$ cat src/rtl/jk_register_bank_if.sv
// Bus bundle for jk_register_bank: control, per-bit J/K inputs and registered outputs.
// Optional parity signal present only when JKBANK_PARITY_EN is defined.
interface jk_register_bank_if #(
  parameter int WIDTH = 8
);
  logic             clr;
  logic             en;
  logic [1:0]       mode;
  logic [WIDTH-1:0] J;
  logic [WIDTH-1:0] K;
  logic [WIDTH-1:0] Q;
  logic [WIDTH-1:0] changed;
  logic             sr_err;
`ifdef JKBANK_PARITY_EN
  logic             parity;
`endif

`ifdef JKBANK_PARITY_EN
  modport master (output clr, en, mode, J, K, input Q, changed, sr_err, parity);
  modport slave  (input clr, en, mode, J, K, output Q, changed, sr_err, parity);
`else
  modport master (output clr, en, mode, J, K, input Q, changed, sr_err);
  modport slave  (input clr, en, mode, J, K, output Q, changed, sr_err);
`endif
endinterface

$ cat src/rtl/jk_register_bank.sv
// Bank of WIDTH independent flip-flops selectable per cycle as JK, T, D or SR.
// Define JKBANK_PARITY_EN to add a registered even-parity output of Q.
module jk_register_bank #(
  parameter int               WIDTH     = 8,
  parameter logic [WIDTH-1:0] RESET_VAL = '0
) (
  input logic                clk,
  input logic                rst_n,
  jk_register_bank_if.slave  bus
);

  typedef enum logic [1:0] {
    MODE_JK = 2'b00,
    MODE_T  = 2'b01,
    MODE_D  = 2'b10,
    MODE_SR = 2'b11
  } mode_e;

  logic [WIDTH-1:0] q;
  logic [WIDTH-1:0] changed_q;
  logic             sr_err_q;
  logic [WIDTH-1:0] next_q;
  logic             next_err;

  // NOTE: every variable gets a default at the top of always_comb so no path leaves it unassigned (no latch).
  always_comb begin
    next_q   = q;
    next_err = 1'b0;
    if (bus.clr) begin
      next_q = '0;
    end else if (bus.en) begin
      case (mode_e'(bus.mode))
        MODE_JK: next_q = (bus.J & ~q) | (~bus.K & q);
        MODE_T:  next_q = q ^ bus.J;
        MODE_D:  next_q = bus.J;
        MODE_SR: begin
          // S=R=1 falls into the hold term, so an illegal bit never disturbs its neighbours.
          next_q   = (bus.J & ~bus.K) | (q & ~(bus.J ^ bus.K));
          next_err = |(bus.J & bus.K);
        end
        default: next_q = q;
      endcase
    end
  end

  // NOTE: sequential state uses non-blocking assignments so all registers sample pre-edge values.
  always_ff @(posedge clk or negedge rst_n) begin
    if (!rst_n) begin
      q         <= RESET_VAL;
      changed_q <= '0;
      sr_err_q  <= 1'b0;
    end else begin
      q         <= next_q;
      changed_q <= next_q ^ q;
      sr_err_q  <= next_err;
    end
  end

  assign bus.Q       = q;
  assign bus.changed = changed_q;
  assign bus.sr_err  = sr_err_q;

`ifdef JKBANK_PARITY_EN
  logic parity_q;

  always_ff @(posedge clk or negedge rst_n) begin
    if (!rst_n) parity_q <= ^RESET_VAL;
    else        parity_q <= ^next_q;
  end

  assign bus.parity = parity_q;
`endif

endmodule

$ cat src/flat_wrapper.sv
// flat-port wrapper written by rule: the top's interface ports become plain ports
module jk_register_bank_flat 
#(
  parameter int               WIDTH     = 8,
  parameter logic [WIDTH-1:0] RESET_VAL = '0
)
  (clk, rst_n, bus_clr, bus_en, bus_mode, bus_J, bus_K, bus_Q, bus_changed, bus_sr_err);
  jk_register_bank_if #(.WIDTH(WIDTH)) bus_i ();
  input logic clk;
  input logic rst_n;
  input wire logic [$bits(bus_i.clr)-1:0] bus_clr;
  input wire logic [$bits(bus_i.en)-1:0] bus_en;
  input wire logic [$bits(bus_i.mode)-1:0] bus_mode;
  input wire logic [$bits(bus_i.J)-1:0] bus_J;
  input wire logic [$bits(bus_i.K)-1:0] bus_K;
  output wire logic [$bits(bus_i.Q)-1:0] bus_Q;
  output wire logic [$bits(bus_i.changed)-1:0] bus_changed;
  output wire logic [$bits(bus_i.sr_err)-1:0] bus_sr_err;
  assign bus_i.clr = bus_clr;
  assign bus_i.en = bus_en;
  assign bus_i.mode = bus_mode;
  assign bus_i.J = bus_J;
  assign bus_i.K = bus_K;
  assign bus_Q = bus_i.Q;
  assign bus_changed = bus_i.changed;
  assign bus_sr_err = bus_i.sr_err;
  jk_register_bank #(.WIDTH(WIDTH), .RESET_VAL(RESET_VAL)) u_core (.clk(clk), .rst_n(rst_n), .bus(bus_i));
endmodule
$ cat config.mk
export PLATFORM = sky130hd
export DESIGN_NAME = jk_register_bank_flat
export DESIGN_NICKNAME = d
export VERILOG_FILES = /design/src/rtl/jk_register_bank_if.sv /design/src/rtl/jk_register_bank.sv /design/src/flat_wrapper.sv
export SDC_FILE = /design/constraint.sdc
export NUM_CORES = 1
export LEC_CHECK = 0
export BUFFER_PORTS_ARGS = -buffer_cell sky130_fd_sc_hd__buf_2
export CAP_MARGIN = 30
export CORE_ASPECT_RATIO = 1.4
export CORE_MARGIN = 4
export CORE_UTILIZATION = 30
export CTS_BUF_LIST = sky130_fd_sc_hd__clkbuf_4
export CTS_CLUSTER_SIZE = 30
export DETAILED_ROUTE_END_ITERATION = 10
export PLACE_DENSITY = 0.5
export SLEW_MARGIN = 20
export SYNTH_ARGS = -nofsm -noshare
export SYNTH_HDL_FRONTEND = slang
export SYNTH_SLANG_ARGS = --single-unit
$ cat constraint.sdc
create_clock -name clk -period 2.7 [get_ports clk]
set_input_delay 0.27 -clock clk [delete_from_list [all_inputs] [get_ports clk]]
set_output_delay 0.27 -clock clk [all_outputs]
set_load 0.05 [all_outputs]
# == Word-level counts from Yosys, hierarchy flattened ==
# Cells that the tools add are included.
# classes
add_sub_neg,0
multipliers,0
n_div,0
magnitude_cmp,0
n_eq_ne,3
n_shift,0
n_mux,6
bitwise_logic,13
reduce_logical,2
# op_table
cell,count
$and A8 B8 Y8,5
$pmux W8 S4,1
$not A8 Y8,3
$xor A8 B8 Y8,3
$mux W8,2
$or A8 B8 Y8,2
$reduce_or A8 Y1,1
$eq A2 B2 Y1 const B,2
$mux W1,3
$eq A2 B1 Y1 const B,1
$logic_not A2 Y1,1
# totals
regBits,17
latchBits,0
ram_bits,0
rom_bits,0
inputBits,22
word_cells,27
n_memories,0

# == Depth between registers and ports, before layout ==
# depth
ltp_word,8
mapped_depth,6

# == Least setup slack after synthesis ==
# OpenSTA, ideal clock, no wires.
# synth_path
path_type,register -> register
from,register u_core.q[7] (netlist: u_core.bus.Q[7])
to,register u_core.changed_q[7] (netlist: u_core.bus.changed[7])
setup_ns,0.116
arrival_time_ns,1.646
t_required_ns,2.584
path_slack_ns,0.938
path_stages_with_launch,5
n_path_buf,0
synth_period_minus_slack_ns,1.762
path_cell_list,dfrtp_1 nor2b_1 mux2_2 a221o_1 o311ai_0
# synth_between
elab_chain_cells,7
# synth_lines
element,line,source
from (decl),jk_register_bank.sv:19,logic [WIDTH-1:0] q;
from (signal assigned),jk_register_bank.sv:53,q <= next_q;
$not A8 Y8,jk_register_bank.sv:33,MODE_JK: next_q = (bus.J & ~q) | (~bus.K & q);
$and A8 B8 Y8,jk_register_bank.sv:33,
$or A8 B8 Y8,jk_register_bank.sv:33,
$pmux W8 S4,jk_register_bank.sv:32,case (mode_e'(bus.mode))
$mux W8,jk_register_bank.sv:31,end else if (bus.en) begin
$mux W8,jk_register_bank.sv:29,if (bus.clr) begin
$xor A8 B8 Y8 (*),jk_register_bank.sv:54,changed_q <= next_q ^ q;
to (signal assigned),jk_register_bank.sv:54,
to (decl),jk_register_bank.sv:20,logic [WIDTH-1:0] changed_q;
# Mark *: on every way between the ends. The rest lies on a longest branch, timed or not.

# == Worst setup path after layout ==
# layout_path
from,register u_core.q[0] (netlist: u_core.bus.Q[0])
to,register u_core.changed_q[0] (netlist: u_core.bus.changed[0])
# Same word-level chain as after synthesis.

==> impl_metrics.env <==
export IMPL_slew_headroom_pct=58.6
export IMPL_crit_fanout=8
export IMPL_multiInputGateArea_um2=967
export IMPL_crit_arrival_ns=1.77
export IMPL_grt_pass1_vias=1362
export IMPL_grt_pass1_wl_um=6580
export IMPL_synth_seq_area_share_pct=28.2
export IMPL_dr_pass1_iters=4
export IMPL_holdPathStages=3
export IMPL_nets=242
export IMPL_use_met2_pct=23.7
export IMPL_rsz0062_at_grt="no"
export IMPL_finalCriticalPeriod_ns=1.57
export IMPL_setup_viol=0
export IMPL_syn_nets=207
export IMPL_fp_row_count=30
export IMPL_netlist_instances=169
export IMPL_place_hpwl_um=2920
export IMPL_path_buf_inv=0
export IMPL_final_core_util_pct=36.3
export IMPL_ir_worst_vdd_mv=0.134
export IMPL_cts_sinks=17
export IMPL_io_pins=39
export IMPL_dieArea_um2=6240
export IMPL_post_cts_buffers=0
export IMPL_grt_max_degree=22
export IMPL_syn_area_um2=1510
export IMPL_tightest_slew_ns=0.621
export IMPL_reg2reg_setup_slack_ns=1.13
export IMPL_drv_cap=0
export IMPL_dp_slack_ns=0.993
export IMPL_ctsResizeCount=0
export IMPL_design_core_area_um2=4840
export IMPL_synthTopCellsByArea="dfrtp_1 28%, ha_1 13%, a21oi_1 5.0%"
export IMPL_diodes=0
export IMPL_yosysTopAreaCell="dfrtp_1"
export IMPL_synth_flop_cell="dfrtp_1"
export IMPL_drive_gt1_share_pct=21.7
export IMPL_min_to="u_core.bus.sr_err$_DFF_PN0_"
export IMPL_crit_family="flip-flops"
export IMPL_async_reset_ff_share_pct=100
export IMPL_grt_usage_pct=13.5
export IMPL_grtUsageMet1_pct=16.4
export IMPL_hold_start="bus_mode[0]"
export IMPL_path_class="reg2reg"
export IMPL_yosys_register_bits=17
export IMPL_clkSlewWorstSetupHoldPaths_ns=0.11
export IMPL_clk_latency_ns=0.29
export IMPL_status="finished clean"
export IMPL_die_w_um=67.9
export IMPL_grt_util_met3_pct=1.47
export IMPL_drv_slew=0
export IMPL_fp_dieH_um=91.8
export IMPL_max_freq_mhz=636
export IMPL_setup_slack_ns=1.13
export IMPL_post_route_period_util_pct=58.2
export IMPL_leakagePower_uw=0.000837
export IMPL_synth_top_cell_area_share_pct=28.2
export IMPL_drt_iter0_drc=46
export IMPL_cts_root_buf="clkbuf_4"
export IMPL_ff_latch_area_um2=425
export IMPL_gp_congestion=0.716
export IMPL_grt_ovfl_total=0
export IMPL_r2r_start="u_core.bus.Q[0]$_DFF_PN0_"
export IMPL_crit_path_cell_trace="nor2b_1 -> mux2_1 -> a221o_1 -> o311ai_1"
export IMPL_synth_edff_count=0
export IMPL_cp_slowest_cell="dfrtp_1"
export IMPL_max_stage_delay_ns=0.50
export IMPL_synthTopCellsByCount="17 x dfrtp_1, 16 x ha_1, 16 x nand2_1"
export IMPL_wl_per_cell_um=15.0
export IMPL_power_density_nw_per_um2=421
export IMPL_antenna_found_initial=0
export IMPL_fin_setup_tns_ns=0
export IMPL_synth_most_common_cell="dfrtp_1"
export IMPL_nFillCells=516
export IMPL_r2r_cells=4
export IMPL_cts_buffer_depth=2
export IMPL_htree_levels=1
export IMPL_skew_ns=0.00133
export IMPL_cts_tree="yes"
export IMPL_detail_route_antenna_nets=0
export IMPL_hold_viol=0
export IMPL_yosysWarnings=0
export IMPL_drt_total_wl_um=4000
export IMPL_io_buffers=38
export IMPL_grt_most_used_layer="met2"
export IMPL_start_util_pct=31.1
export IMPL_postCtsHoldBufs=1
export IMPL_drc_errors=0
export IMPL_min_path_type="in2reg"
export IMPL_syn_to_final_growth_pct=16.8
export IMPL_start_kind="flop"
export IMPL_ys_types=35
export IMPL_cp_required_ns=2.90
export IMPL_cts_made_buffers=3
export IMPL_avgViaCountPerCell=5.19
export IMPL_syn_area_per_cell_um2=8.91
export IMPL_via_count=1386
export IMPL_reg2reg_to="u_core.bus.changed[0]$_DFF_PN0_"
export IMPL_setup_worst_path_end_class="flop"
-- cells by family after synthesis --
family	after synthesis	synth area share (%)
fa+ha+maj	16	13.3
simple gates	45	15.6
compound gates	52	25.7
xor+xnor	7	4.07
flops	17	28.2
buf+inv	24	7.56
mux	8	5.56
-- routing by layer --
metal | vias to the layer above | wire [um]
met1 | 669 | 1690
met4 | 0 | 31
li1 | 687 | -
met2 | 26 | 2140
met3 | 4 | 129
met5 | - | 0
-- tightest hold or removal path, cell delays in order --
cell	delay [ns]
buf_2	0.17
nand2_1	0.11
a211oi_1	0.06
-- registers in the layout, summed over array words and instances (netlist names) --
signal / count
u_core.bus.sr_err: 1
u_core.bus.changed: 8
u_core.bus.Q: 8
-- per-stage QoR --
stage,area (um2),cells,total power (uW),hold WS (ns)
3_5_place_dp,1720,262,591,0.239
2_1_floorplan,1510,169,508,-0.0256
4_1_cts,1760,267,749,0.357
6_report,1760,267,741,0.353
3_3_place_gp,1720,262,589,0.238
5_1_grt,1760,267,787,0.364
-- report_power, final --
| part | internal [uW] | total, uW | leakage (uW) | switching (uW) |
|---|---|---|---|---|
| combinational | 93.8 | 284 | 0.000595 | 190 |
| sequential | 276 | 300 | 0.000224 | 23.6 |
| clock | 67.5 | 157 | 0.0000184 | 89.3 |
| total | 438 | 741 | 0.000837 | 303 |
-- how the worst max path moves through the flow --
stage,startpoint,to,cells past startpoint
2_1_floorplan,u_core.bus.Q[7]$_DFF_PN0_,u_core.bus.changed[7]$_DFF_PN0_,4
5_1_grt,u_core.bus.Q[0]$_DFF_PN0_,u_core.bus.changed[0]$_DFF_PN0_,4
4_1_cts,u_core.bus.Q[0]$_DFF_PN0_,u_core.bus.changed[0]$_DFF_PN0_,4
3_3_place_gp,bus_mode[1],u_core.bus.changed[6]$_DFF_PN0_,5
6_report,u_core.bus.Q[0]$_DFF_PN0_,u_core.bus.changed[0]$_DFF_PN0_,4
3_5_place_dp,bus_mode[1],u_core.bus.changed[6]$_DFF_PN0_,5
-- layout make-up --
class,count,share of cell area [%]
well taps,64,4.55
clock buffers,4,1.71
repair buffers,39,11.4
multi-input cells,128,55.0
flip-flops and latches,17,24.2
inverters,15,3.20
-- cells in the final DEF (no fill, tap or decap) --
master	n
a221o_1	7
inv_2	1
buf_2	38
inv_1	14
nand4b_1	1
o311ai_0	2
dlygate4sd3_1	1
mux2i_1	5
o311ai_1	3
xnor2_1	7
dfrtp_1	17
mux2_1	2
nand2b_1	6
nand3b_1	1
a211oi_1	4
and3b_1	1
a21oi_1	15
o211ai_1	4
mux2_2	1
nor2_1	8
nand2_1	16
nor2b_1	4
or3b_1	1
a22oi_1	3
o21ai_0	4
a211o_1	4
o41ai_1	1
a31oi_1	1
clkbuf_4	4
o2111a_1	4
or3_1	1
nor4_1	2
nor3b_1	4
ha_1	16
(Power assumes the default switching activity.)
